===== src/rtl/execute_stage_if.sv =====
// ---------------------------------------------------------------------------
// execute_stage_if
// ID/EX inputs, hazard-unit controls and EX/MEM outputs of the EX stage.
// master: the upstream driver (decode/hazard side), slave: the execute stage.
// ---------------------------------------------------------------------------
interface execute_stage_if #(
   parameter int DATA_W = 32,
   parameter int REG_W  = 5
);
   // hazard unit controls
   logic              StallE;
   logic              FlushE;
   // ID/EX controls
   logic              RegWriteE;
   logic              MemWriteE;
   logic              ResultSrcE;
   logic              BranchE;
   logic              ALUSrcE;
   logic [2:0]        ALUControlE;
   // ID/EX data
   logic [DATA_W-1:0] RD1_E;
   logic [DATA_W-1:0] RD2_E;
   logic [DATA_W-1:0] Imm_Ext_E;
   logic [DATA_W-1:0] PCE;
   logic [DATA_W-1:0] PCPlus4E;
   logic [REG_W-1:0]  RD_E;
   // forwarding
   logic [1:0]        ForwardA_E;
   logic [1:0]        ForwardB_E;
   logic [DATA_W-1:0] ResultW;
   // branch resolution (combinational)
   logic              PCSrcE;
   logic [DATA_W-1:0] PCTargetE;
   // EX/MEM register
   logic              RegWriteM;
   logic              MemWriteM;
   logic              ResultSrcM;
   logic [REG_W-1:0]  RD_M;
   logic [DATA_W-1:0] ALUResultM;
   logic [DATA_W-1:0] WriteDataM;
   logic [DATA_W-1:0] PCPlus4M;

   modport master (
      output StallE, FlushE, RegWriteE, MemWriteE, ResultSrcE, BranchE, ALUSrcE,
             ALUControlE, RD1_E, RD2_E, Imm_Ext_E, PCE, PCPlus4E, RD_E,
             ForwardA_E, ForwardB_E, ResultW,
      input  PCSrcE, PCTargetE, RegWriteM, MemWriteM, ResultSrcM, RD_M,
             ALUResultM, WriteDataM, PCPlus4M
   );

   modport slave (
      input  StallE, FlushE, RegWriteE, MemWriteE, ResultSrcE, BranchE, ALUSrcE,
             ALUControlE, RD1_E, RD2_E, Imm_Ext_E, PCE, PCPlus4E, RD_E,
             ForwardA_E, ForwardB_E, ResultW,
      output PCSrcE, PCTargetE, RegWriteM, MemWriteM, ResultSrcM, RD_M,
             ALUResultM, WriteDataM, PCPlus4M
   );
endinterface


===== src/rtl/execute_stage.sv =====
// ---------------------------------------------------------------------------
// execute_stage
// RV32I EX stage: operand forwarding, ALU, beq resolution, branch target and
// the EX/MEM pipeline register (stall = hold, flush = bubble).
// Optional macro EX_FORWARD_EN: when defined, ForwardA_E/ForwardB_E select
// between register data, ResultW and the EX/MEM ALU result; when undefined
// the operands come straight from RD1_E/RD2_E.
// ---------------------------------------------------------------------------
module execute_stage #(
   parameter int DATA_W = 32,
   parameter int REG_W  = 5
) (
   input  logic         clk,
   input  logic         rst,
   execute_stage_if.slave ex
);

   logic [DATA_W-1:0] fwd_a_s;
   logic [DATA_W-1:0] fwd_b_s;
   logic [DATA_W-1:0] src_b_s;
   logic [DATA_W-1:0] alu_s;
   logic              zero_s;

   logic              reg_write_m_r;
   logic              mem_write_m_r;
   logic              result_src_m_r;
   logic [REG_W-1:0]  rd_m_r;
   logic [DATA_W-1:0] alu_result_m_r;
   logic [DATA_W-1:0] write_data_m_r;
   logic [DATA_W-1:0] pc_plus4_m_r;

`ifdef EX_FORWARD_EN
   // Operand A forwarding select (00/11 fall back to register data)
   always_comb begin
      fwd_a_s = ex.RD1_E;
      case (ex.ForwardA_E)
         2'b01:   fwd_a_s = ex.ResultW;
         2'b10:   fwd_a_s = alu_result_m_r;
         default: fwd_a_s = ex.RD1_E;
      endcase
   end

   // Operand B forwarding select (00/11 fall back to register data)
   always_comb begin
      fwd_b_s = ex.RD2_E;
      case (ex.ForwardB_E)
         2'b01:   fwd_b_s = ex.ResultW;
         2'b10:   fwd_b_s = alu_result_m_r;
         default: fwd_b_s = ex.RD2_E;
      endcase
   end
`else
   // Without forwarding the select lines and ResultW have no effect
   logic unused_fwd_s;
   assign unused_fwd_s = ^{ex.ForwardA_E, ex.ForwardB_E, ex.ResultW};
   assign fwd_a_s      = ex.RD1_E;
   assign fwd_b_s      = ex.RD2_E;
`endif

   assign src_b_s = ex.ALUSrcE ? ex.Imm_Ext_E : fwd_b_s;

   // ALU: unused op codes yield zero so beq never sees a stale value
   always_comb begin
      alu_s = {DATA_W{1'b0}};
      case (ex.ALUControlE)
         3'b000:  alu_s = fwd_a_s + src_b_s;
         3'b001:  alu_s = fwd_a_s + ~src_b_s + {{(DATA_W-1){1'b0}}, 1'b1};
         3'b010:  alu_s = fwd_a_s & src_b_s;
         3'b011:  alu_s = fwd_a_s | src_b_s;
         3'b101:  alu_s = {{(DATA_W-1){1'b0}}, ($signed(fwd_a_s) < $signed(src_b_s))};
         default: alu_s = {DATA_W{1'b0}};
      endcase
   end

   assign zero_s       = (alu_s == {DATA_W{1'b0}});
   assign ex.PCSrcE    = ex.BranchE & zero_s;
   assign ex.PCTargetE = ex.PCE + ex.Imm_Ext_E;

   // EX/MEM register: reset > flush (bubble) > stall (hold) > load
   always_ff @(posedge clk or posedge rst) begin
      if (rst) begin
         reg_write_m_r  <= 1'b0;
         mem_write_m_r  <= 1'b0;
         result_src_m_r <= 1'b0;
         rd_m_r         <= {REG_W{1'b0}};
         alu_result_m_r <= {DATA_W{1'b0}};
         write_data_m_r <= {DATA_W{1'b0}};
         pc_plus4_m_r   <= {DATA_W{1'b0}};
      end else if (ex.FlushE) begin
         reg_write_m_r  <= 1'b0;
         mem_write_m_r  <= 1'b0;
         result_src_m_r <= 1'b0;
         rd_m_r         <= {REG_W{1'b0}};
         alu_result_m_r <= {DATA_W{1'b0}};
         write_data_m_r <= {DATA_W{1'b0}};
         pc_plus4_m_r   <= {DATA_W{1'b0}};
      end else if (ex.StallE) begin
         reg_write_m_r  <= reg_write_m_r;
         mem_write_m_r  <= mem_write_m_r;
         result_src_m_r <= result_src_m_r;
         rd_m_r         <= rd_m_r;
         alu_result_m_r <= alu_result_m_r;
         write_data_m_r <= write_data_m_r;
         pc_plus4_m_r   <= pc_plus4_m_r;
      end else begin
         // writes to x0 are dropped here so later stages never see them
         reg_write_m_r  <= ex.RegWriteE & (ex.RD_E != {REG_W{1'b0}});
         mem_write_m_r  <= ex.MemWriteE;
         result_src_m_r <= ex.ResultSrcE;
         rd_m_r         <= ex.RD_E;
         alu_result_m_r <= alu_s;
         write_data_m_r <= fwd_b_s;
         pc_plus4_m_r   <= ex.PCPlus4E;
      end
   end

   assign ex.RegWriteM  = reg_write_m_r;
   assign ex.MemWriteM  = mem_write_m_r;
   assign ex.ResultSrcM = result_src_m_r;
   assign ex.RD_M       = rd_m_r;
   assign ex.ALUResultM = alu_result_m_r;
   assign ex.WriteDataM = write_data_m_r;
   assign ex.PCPlus4M   = pc_plus4_m_r;

endmodule

===== src/flat_wrapper.sv =====
// flat-port wrapper written by rule: the top's interface ports become plain ports
module execute_stage_flat 
#(
   parameter int DATA_W = 32,
   parameter int REG_W  = 5
)
  (clk, rst, ex_StallE, ex_FlushE, ex_RegWriteE, ex_MemWriteE, ex_ResultSrcE, ex_BranchE, ex_ALUSrcE, ex_ALUControlE, ex_RD1_E, ex_RD2_E, ex_Imm_Ext_E, ex_PCE, ex_PCPlus4E, ex_RD_E, ex_ForwardA_E, ex_ForwardB_E, ex_ResultW, ex_PCSrcE, ex_PCTargetE, ex_RegWriteM, ex_MemWriteM, ex_ResultSrcM, ex_RD_M, ex_ALUResultM, ex_WriteDataM, ex_PCPlus4M);
  execute_stage_if #(.DATA_W(DATA_W), .REG_W(REG_W)) ex_i ();
  input  logic clk;
  input  logic rst;
  input wire logic [$bits(ex_i.StallE)-1:0] ex_StallE;
  input wire logic [$bits(ex_i.FlushE)-1:0] ex_FlushE;
  input wire logic [$bits(ex_i.RegWriteE)-1:0] ex_RegWriteE;
  input wire logic [$bits(ex_i.MemWriteE)-1:0] ex_MemWriteE;
  input wire logic [$bits(ex_i.ResultSrcE)-1:0] ex_ResultSrcE;
  input wire logic [$bits(ex_i.BranchE)-1:0] ex_BranchE;
  input wire logic [$bits(ex_i.ALUSrcE)-1:0] ex_ALUSrcE;
  input wire logic [$bits(ex_i.ALUControlE)-1:0] ex_ALUControlE;
  input wire logic [$bits(ex_i.RD1_E)-1:0] ex_RD1_E;
  input wire logic [$bits(ex_i.RD2_E)-1:0] ex_RD2_E;
  input wire logic [$bits(ex_i.Imm_Ext_E)-1:0] ex_Imm_Ext_E;
  input wire logic [$bits(ex_i.PCE)-1:0] ex_PCE;
  input wire logic [$bits(ex_i.PCPlus4E)-1:0] ex_PCPlus4E;
  input wire logic [$bits(ex_i.RD_E)-1:0] ex_RD_E;
  input wire logic [$bits(ex_i.ForwardA_E)-1:0] ex_ForwardA_E;
  input wire logic [$bits(ex_i.ForwardB_E)-1:0] ex_ForwardB_E;
  input wire logic [$bits(ex_i.ResultW)-1:0] ex_ResultW;
  output wire logic [$bits(ex_i.PCSrcE)-1:0] ex_PCSrcE;
  output wire logic [$bits(ex_i.PCTargetE)-1:0] ex_PCTargetE;
  output wire logic [$bits(ex_i.RegWriteM)-1:0] ex_RegWriteM;
  output wire logic [$bits(ex_i.MemWriteM)-1:0] ex_MemWriteM;
  output wire logic [$bits(ex_i.ResultSrcM)-1:0] ex_ResultSrcM;
  output wire logic [$bits(ex_i.RD_M)-1:0] ex_RD_M;
  output wire logic [$bits(ex_i.ALUResultM)-1:0] ex_ALUResultM;
  output wire logic [$bits(ex_i.WriteDataM)-1:0] ex_WriteDataM;
  output wire logic [$bits(ex_i.PCPlus4M)-1:0] ex_PCPlus4M;
  assign ex_i.StallE = ex_StallE;
  assign ex_i.FlushE = ex_FlushE;
  assign ex_i.RegWriteE = ex_RegWriteE;
  assign ex_i.MemWriteE = ex_MemWriteE;
  assign ex_i.ResultSrcE = ex_ResultSrcE;
  assign ex_i.BranchE = ex_BranchE;
  assign ex_i.ALUSrcE = ex_ALUSrcE;
  assign ex_i.ALUControlE = ex_ALUControlE;
  assign ex_i.RD1_E = ex_RD1_E;
  assign ex_i.RD2_E = ex_RD2_E;
  assign ex_i.Imm_Ext_E = ex_Imm_Ext_E;
  assign ex_i.PCE = ex_PCE;
  assign ex_i.PCPlus4E = ex_PCPlus4E;
  assign ex_i.RD_E = ex_RD_E;
  assign ex_i.ForwardA_E = ex_ForwardA_E;
  assign ex_i.ForwardB_E = ex_ForwardB_E;
  assign ex_i.ResultW = ex_ResultW;
  assign ex_PCSrcE = ex_i.PCSrcE;
  assign ex_PCTargetE = ex_i.PCTargetE;
  assign ex_RegWriteM = ex_i.RegWriteM;
  assign ex_MemWriteM = ex_i.MemWriteM;
  assign ex_ResultSrcM = ex_i.ResultSrcM;
  assign ex_RD_M = ex_i.RD_M;
  assign ex_ALUResultM = ex_i.ALUResultM;
  assign ex_WriteDataM = ex_i.WriteDataM;
  assign ex_PCPlus4M = ex_i.PCPlus4M;
  execute_stage #(.DATA_W(DATA_W), .REG_W(REG_W)) u_core (.clk(clk), .rst(rst), .ex(ex_i));
endmodule

===== config.mk =====
export PLATFORM = sky130hd
export DESIGN_NAME = execute_stage_flat
export DESIGN_NICKNAME = d
export VERILOG_FILES = /design/src/rtl/execute_stage_if.sv /design/src/rtl/execute_stage.sv /design/src/flat_wrapper.sv
export SDC_FILE = /design/constraint.sdc
export NUM_CORES = 1
export LEC_CHECK = 0
export BUFFER_PORTS_ARGS = -buffer_cell sky130_fd_sc_hd__clkbuf_2
export CORE_UTILIZATION = 45
export DETAILED_ROUTE_END_ITERATION = 7
export HOLD_SLACK_MARGIN = 0.03
export PLACE_DENSITY = 0.71
export SLEW_MARGIN = 20
export SYNTH_ARGS = -nofsm -noshare
export SYNTH_HDL_FRONTEND = slang
export SYNTH_SLANG_ARGS = --single-unit

===== constraint.sdc =====
create_clock -name clk -period 9.35 [get_ports clk]
set_input_delay 0.4675 -clock clk [delete_from_list [all_inputs] [get_ports clk]]
set_output_delay 0.4675 -clock clk [all_outputs]
set_load 0.02 [all_outputs]

Word level (Yosys, flattened, before mapping). Cells that the tools add are included.

Add/sub/neg operators: 4. Order comparisons: 1. Equal/unequal tests: 5. Muxes and demuxes: 16. Bitwise gates (word level): 5. Reduce and logical (&&, ||, !) cells: 3.

Operators with widths (number): 2-to-1 mux 32 bit (7); case mux 32 bit (5 select lines) (1); adder 32 bit (3); adder 32 x 1 -> 32 bit (second input constant) (1); AND 32 bit (1); zero test 32 bit (1); less-than comparator 32 bit (1); inverter 32 bit (1); bitwise OR 32 bit (1); 2-to-1 mux 5 bit (2); equality test 3 x 2 -> 1 bit (second input constant) (2); 2-to-1 mux 1 bit (6); nonzero test 5 bit (1); equality test 3 x 1 -> 1 bit (second input constant) (1); equality test 3 bit (second input constant) (1); zero test 3 bit (1); AND 1 bit (2); != test 2 x 1 -> 1 bit (second input constant) (1).

Register bits: 104. Input bits: 213. Output and inout port bits: 137. Word-level logic and storage cells: 41.

Logic depth before layout (Yosys ltp).
Depth in word-level cells: 7. Mapped depth: 17. Mapped depth without buffers: 15.

Worst setup path after synthesis. No wires, ideal clock.

Path kind: input to output. Start point: in ex_ALUSrcE. End point: out ex_PCSrcE. Data arrival time: 4.423 ns. Data required time: 8.883 ns. Slack: 4.460 ns. Cell stages on the path: 16. Path buffers: 2. Path through: clkbuf_1 > buf_1 > mux2i_1 > inv_1 > fa_1 > nor2b_1 > o31a_1 > o211ai_2 > o211ai_2 > nand3_1 > o211ai_1 > a211o_1 > a2111oi_2 > nand4_1 > or4_1 > nor2_1.

Cells in the longest elaborated chain, start to end: 7. Elaborated cells on any way between the ends: 11. Classes of those cells: add/sub (3); order compare (1); mux (2); bitwise (4); reduce/logical (1).

Ends and longest elaborated chain: start, declared (RTL line flat_wrapper.sv:17) `input wire logic [$bits(ex_i.ALUSrcE)-1:0] ex_ALUSrcE;`; 2-to-1 mux 32 bit (*) (RTL line execute_stage.sv:60) `assign src_b_s = ex.ALUSrcE ? ex.Imm_Ext_E : fwd_b_s;`; inverter 32 bit (RTL line execute_stage.sv:67) `3'b001: alu_s = fwd_a_s + ~src_b_s + {{(DATA_W-1){1'b0}}, 1'b1};`; adder 32 bit (RTL line execute_stage.sv:67); adder 32 x 1 -> 32 bit (RTL line execute_stage.sv:67); case mux 32 bit (5 select lines) (*) (RTL line execute_stage.sv:65) `case (ex.ALUControlE)`; zero test 32 bit (*) (RTL line execute_stage.sv:75) `assign zero_s = (alu_s == {DATA_W{1'b0}});`; AND 1 bit (*) (RTL line execute_stage.sv:76) `assign ex.PCSrcE = ex.BranchE & zero_s;`; end, declared (RTL line flat_wrapper.sv:28) `output wire logic [$bits(ex_i.PCSrcE)-1:0] ex_PCSrcE;`.

Every way passes the cells marked *; elsewhere a longest branch is shown, timed or not.

Worst setup path in the final report. Ends and elaborated chain as after synthesis.

==> impl_metrics.sql <==
INSERT INTO impl_metrics (metric_group, metric, value, unit) VALUES
('clock_network', 'cts.root.buffer_cell', 'sky130_fd_sc_hd__clkbuf_16', ''),
('yosys', 'synth_enable_flop_cells', '0', ''),
('route', 'detailroute.via_count', '11600', ''),
('route', 'route.final.wire_length', '37700', 'um'),
('worst_setup_path', 'critical-path-max-stage-delay', '0.55', 'ns'),
('yosys', 'syn_area_per_cell', '8.14', 'um2'),
('final_layout', 'syn_to_final_growth', '17.1', '%'),
('die', 'floorplan.initialDensity', '46.0', '%'),
('yosys', 'post_synth_inst_count', '1433', ''),
('timing', 'final.setup_skew', '0', 'ns'),
('die', 'area_of_the_placeable_core', '25300', 'um2'),
('global_route', 'global_route.overflow_total', '0', ''),
('pwr', 'ir_worst_vdd', '0.0000789', 'V'),
('timing', 'finalCritPeriodShare', '62.5', '%'),
('timing', 'period_needed', '5.84', 'ns'),
('outcome', 'outcome', 'finished, final reports clean', ''),
('yosys', 'yosys.cell_types.count', '95', ''),
('timing', 'max_slew.worst_pin.slew', '1.05', 'ns'),
('placement', 'gp_routability_congestion', '0.979', ''),
('global_route', 'grt_resource_usage_total', '27.8', '%'),
('placement', 'port_buffers', '313', ''),
('global_route', 'antenna_found_initial', '1', ''),
('timing', 'timing.slew.headroom', '28.8', '%'),
('global_route', 'global_route_wire_length_before_repair', '58200', 'um'),
('worst_setup_path', 'crit_required', '8.88', 'ns'),
('global_route', 'via_count_of_the_first_global_routing_pass', '11000', ''),
('pwr', 'power_per_cell_area', '124', 'nW/um2'),
('yosys', 'postSynth.topFlopCell', 'sky130_fd_sc_hd__dfrtp_1', ''),
('yosys', 'synthesis.nets', '1800', ''),
('clock_network', 'post_cts.repair.setup_buffers', '0', ''),
('die', 'top_level_i_o_count', '350', ''),
('placement', 'place_ws', '3.66', 'ns'),
('clock_network', 'holdBufCountCts', '0', ''),
('route', 'drtAntennaViolNets', '0', ''),
('die', 'die_height', '163', 'um'),
('timing', 'setup_viol', '0', ''),
('clock_network', 'cts_sinks', '104', ''),
('timing', 'fin_ws', '3.51', 'ns'),
('placement', 'dpl.hpwl', '29600', 'um'),
('worst_setup_path', 'worst_ep_arrival_time', '5.37', 'ns'),
('final_layout', 'fraction_of_final_layout_cells_sized_beyond_drive_strength_1', '22.7', '%'),
('die', 'rows', '58', ''),
('run', 'drv.max_cap_violation_count', '0', ''),
('route', 'wl_per_cell', '18.6', 'um'),
('worst_setup_path', 'path_max_fanout', '32', ''),
('yosys', 'synth-seq-area-share', '22.3', '%'),
('clock_network', 'cts_max_level', '3', ''),
('worst_setup_path', 'timing.critical_path.cells', 'clkbuf_2 -> buf_4 -> mux2i_1 -> inv_1 -> ha_1 -> fa_1 -> nor2_1 -> o311a_1 -> o211a_1 -> a211oi_2 -> o21ai_0 -> a21o_1 -> nand4_1 -> a21oi_1 -> nand4_1 -> or4_1 -> nor2_1 -> clkbuf_2', ''),
('final_layout', 'filler_cell_count', '2425', ''),
('clock_network', 'cts_tree', 'built', ''),
('clock_network', 'post_cts_resize_count', '0', ''),
('timing', 'unrepaired_setup_endpoints_after_global_routing', 'false', ''),
('timing', 'max_freq', '171', 'MHz'),
('worst_setup_path', 'setup.worst_path.start_class', 'input port', ''),
('route', 'detailedRoute.firstIterationViolations', '1187', ''),
('yosys', 'synth_seq_cells', '104', ''),
('die', 'fp.dieArea', '26600', 'um2'),
('timing', 'final.hold.worst_slack', '0.0534', 'ns'),
('worst_setup_path', 'r2r_cells', '2', ''),
('yosys', 'synthesis.yosys.warnings', '0', ''),
('route', 'routed_via_density', '5.73', ''),
('yosys', 'synth_async_sr_flop_share', '100', '%'),
('route', 'drt_drc_violations_left', '0', ''),
('worst_setup_path', 'worstSetupEndpointType', 'output pin', ''),
('clock_network', 'clk_latency', '0.37', 'ns'),
('clock_network', 'cts.clk_slew.worst_paths', '0.10', 'ns'),
('timing', 'fin_tns_setup', '0', 'ns'),
('worst_setup_path', 'worst_path_max_delay_cell', 'sky130_fd_sc_hd__or4_1', ''),
('die', 'floorplan.die.width', '163', 'um'),
('clock_network', 'ctsLongestPathBuffers', '2', ''),
('timing', 'final_hold_violations', '0', ''),
('worst_setup_path', 'criticalPathCategory', 'input port to output pin', ''),
('final_layout', 'design.final.nets', '2059', ''),
('clock_network', 'cts-buffers-inserted', '9', ''),
('global_route', 'grt_start_max_net_pins', '79', ''),
('timing', 'final_max_slew_viol_count', '0', ''),
('pwr', 'p_leak', '7.17', 'nW'),
('route', 'firstDrtPassIters', '7', ''),
('worst_hold_path', 'hold_path_class', 'input port to async pin', ''),
('yosys', 'synthesis.area', '11700', 'um2');
flip-flops by register name (all words and copies together), names as in the netlist:
signal                cells
u_core.ex.ALUResultM     32
u_core.ex.RegWriteM       1
u_core.ex.WriteDataM     32
u_core.ex.PCPlus4M       32
u_core.ex.RD_M            5
u_core.ex.MemWriteM       1
u_core.ex.ResultSrcM      1
through the flow:
stage | total power [mW] | instances | utilization [%] | instance area, um2
4_1_cts | 1.69 | 2027 | 53.9 | 13600
5_1_grt | 1.79 | 2028 | 53.9 | 13600
3_3_place_gp | 1.26 | 2011 | 52.6 | 13300
6_report | 1.70 | 2029 | 53.9 | 13700
3_5_place_dp | 1.27 | 2011 | 52.6 | 13300
2_1_floorplan | 1.04 | 1433 | - | 11700
synthesized netlist by cell type, types with 4 or more instances:
cell type / number / area [um2]
sky130_fd_sc_hd__nor2_1: 193 / 724
sky130_fd_sc_hd__ha_1: 151 / 1890
sky130_fd_sc_hd__inv_1: 112 / 420
sky130_fd_sc_hd__mux2i_1: 112 / 1120
sky130_fd_sc_hd__a21oi_1: 108 / 541
sky130_fd_sc_hd__dfrtp_1: 104 / 2600
sky130_fd_sc_hd__nand2_1: 79 / 297
sky130_fd_sc_hd__o21ai_0: 46 / 230
sky130_fd_sc_hd__clkbuf_1: 43 / 161
sky130_fd_sc_hd__nor3_1: 37 / 185
sky130_fd_sc_hd__xnor2_1: 33 / 289
sky130_fd_sc_hd__nand3_1: 30 / 150
sky130_fd_sc_hd__a211oi_1: 26 / 195
sky130_fd_sc_hd__nor2b_1: 23 / 144
sky130_fd_sc_hd__o211ai_1: 22 / 165
sky130_fd_sc_hd__a21o_1: 20 / 150
sky130_fd_sc_hd__nand2b_1: 19 / 119
sky130_fd_sc_hd__nor4_1: 14 / 87.6
sky130_fd_sc_hd__o21bai_1: 13 / 97.6
sky130_fd_sc_hd__nand4_1: 12 / 75.1
sky130_fd_sc_hd__o21a_1: 12 / 90.1
sky130_fd_sc_hd__buf_1: 11 / 41.3
sky130_fd_sc_hd__xor2_1: 10 / 87.6
sky130_fd_sc_hd__o211a_1: 9 / 90.1
sky130_fd_sc_hd__a31oi_1: 8 / 50.1
sky130_fd_sc_hd__buf_2: 8 / 40.0
sky130_fd_sc_hd__clkbuf_8: 8 / 110
sky130_fd_sc_hd__or3_1: 8 / 50.1
sky130_fd_sc_hd__and3_1: 7 / 43.8
sky130_fd_sc_hd__o31ai_1: 7 / 52.6
sky130_fd_sc_hd__or2_2: 7 / 43.8
sky130_fd_sc_hd__a221oi_1: 6 / 52.6
sky130_fd_sc_hd__a211o_1: 5 / 43.8
sky130_fd_sc_hd__and2_1: 5 / 31.3
sky130_fd_sc_hd__o2111ai_1: 5 / 43.8
sky130_fd_sc_hd__or4_1: 5 / 37.5
sky130_fd_sc_hd__a2111oi_0: 4 / 35.0
sky130_fd_sc_hd__nor3b_1: 4 / 30.0
sky130_fd_sc_hd__nor4b_1: 4 / 35.0
sky130_fd_sc_hd__o211ai_2: 4 / 50.1
sky130_fd_sc_hd__o22ai_1: 4 / 25.0
sky130_fd_sc_hd__o31a_1: 4 / 35.0
sky130_fd_sc_hd__o41ai_1: 4 / 35.0
critical path: cells and delay by family:
family,cells,cell delay (ns)
adder cells (fa/ha/maj),2,0.62
AO/OA/AOI/OAI,6,1.89
multiplexers,1,0.41
buffers and inverters,4,0.84
AND/OR/NAND/NOR,5,1.09
final timing paths:
| path | start | endpoint | slack, ns |
|---|---|---|---|
| worst max register to register | u_core.ex.ALUResultM[16] | u_core.ex.ALUResultM[16] | 8.54 |
| worst max-delay path | ex_ALUSrcE | ex_PCSrcE | 3.51 |
| worst min-delay path | rst | u_core.ex.WriteDataM[23] | 0.05 |
| max in group asynchronous | rst | u_core.ex.ALUResultM[16] | 7.95 |
| worst min register to register | u_core.ex.ALUResultM[5] | u_core.ex.ALUResultM[5] | 0.52 |
| min in group clk | ex_PCPlus4E[31] | u_core.ex.PCPlus4M[31] | 0.33 |
layout by cell type (no fill, tap or decap), types with 5 or more instances in the layout:
master                      count
sky130_fd_sc_hd__a221oi_1       6
sky130_fd_sc_hd__nor4_1        14
sky130_fd_sc_hd__nand3_1       30
sky130_fd_sc_hd__and3_1         7
sky130_fd_sc_hd__clkbuf_16      9
sky130_fd_sc_hd__ha_1         151
sky130_fd_sc_hd__mux2i_1      112
sky130_fd_sc_hd__dfrtp_1      104
sky130_fd_sc_hd__and2_1         5
sky130_fd_sc_hd__buf_4         11
sky130_fd_sc_hd__nand4_1       12
sky130_fd_sc_hd__a211o_1        5
sky130_fd_sc_hd__nand2_1       79
sky130_fd_sc_hd__o31ai_1        7
sky130_fd_sc_hd__nor2_1       191
sky130_fd_sc_hd__nand2b_1      19
sky130_fd_sc_hd__o21ai_0       46
sky130_fd_sc_hd__a211oi_1      26
sky130_fd_sc_hd__a21oi_1      108
sky130_fd_sc_hd__nor2b_1       23
sky130_fd_sc_hd__nor3_1        37
sky130_fd_sc_hd__clkbuf_2     310
sky130_fd_sc_hd__xor2_1        10
sky130_fd_sc_hd__xnor2_1       33
sky130_fd_sc_hd__or4_1          5
sky130_fd_sc_hd__o21a_1        12
sky130_fd_sc_hd__o21bai_1      13
sky130_fd_sc_hd__o211ai_1      22
sky130_fd_sc_hd__o2111ai_1      5
sky130_fd_sc_hd__o211a_1        9
sky130_fd_sc_hd__or2_2          7
sky130_fd_sc_hd__a31oi_1        8
sky130_fd_sc_hd__or3_1          8
sky130_fd_sc_hd__a21o_1        20
sky130_fd_sc_hd__inv_1        111
logic make-up after synthesis:
| kind of cell | share of synthesized area (%) |
|---|---|
| simple gates | 18.9 |
| compound gates | 22.1 |
| buf+inv | 6.98 |
| fa+ha+maj | 16.7 |
| mux | 9.71 |
| flops | 22.3 |
| xor+xnor | 3.23 |
power by group:
group          internal (mW)  leakage [nW]  switching, mW
Clock                  0.195         0.152          0.223
Combinational          0.291          5.63          0.497
Sequential             0.476          1.39         0.0149
layer usage:
metal  vias up  GRT usage [%]  wire length, um
met1      5454           38.3            17000
met5         -              0                0
met2       498           44.1            17000
li1       5621              -                -
met4         0           7.77              755
met3        55           5.04             2940
layout make-up:
class / count / area [um2] / area share (%)
sequential: 104 / 2600 / 19.1
timing repair buffer: 322 / 1640 / 12.0
inverter: 113 / 427 / 3.13
multi-input combinational: 1142 / 8250 / 60.4
tap: 330 / 413 / 3.02
clock inverter: 7 / 91.3 / 0.669
clock buffer: 9 / 225 / 1.65
antenna: 2 / 5.00 / 0.0367
Note: power is estimated with default switching activity, not from simulation.
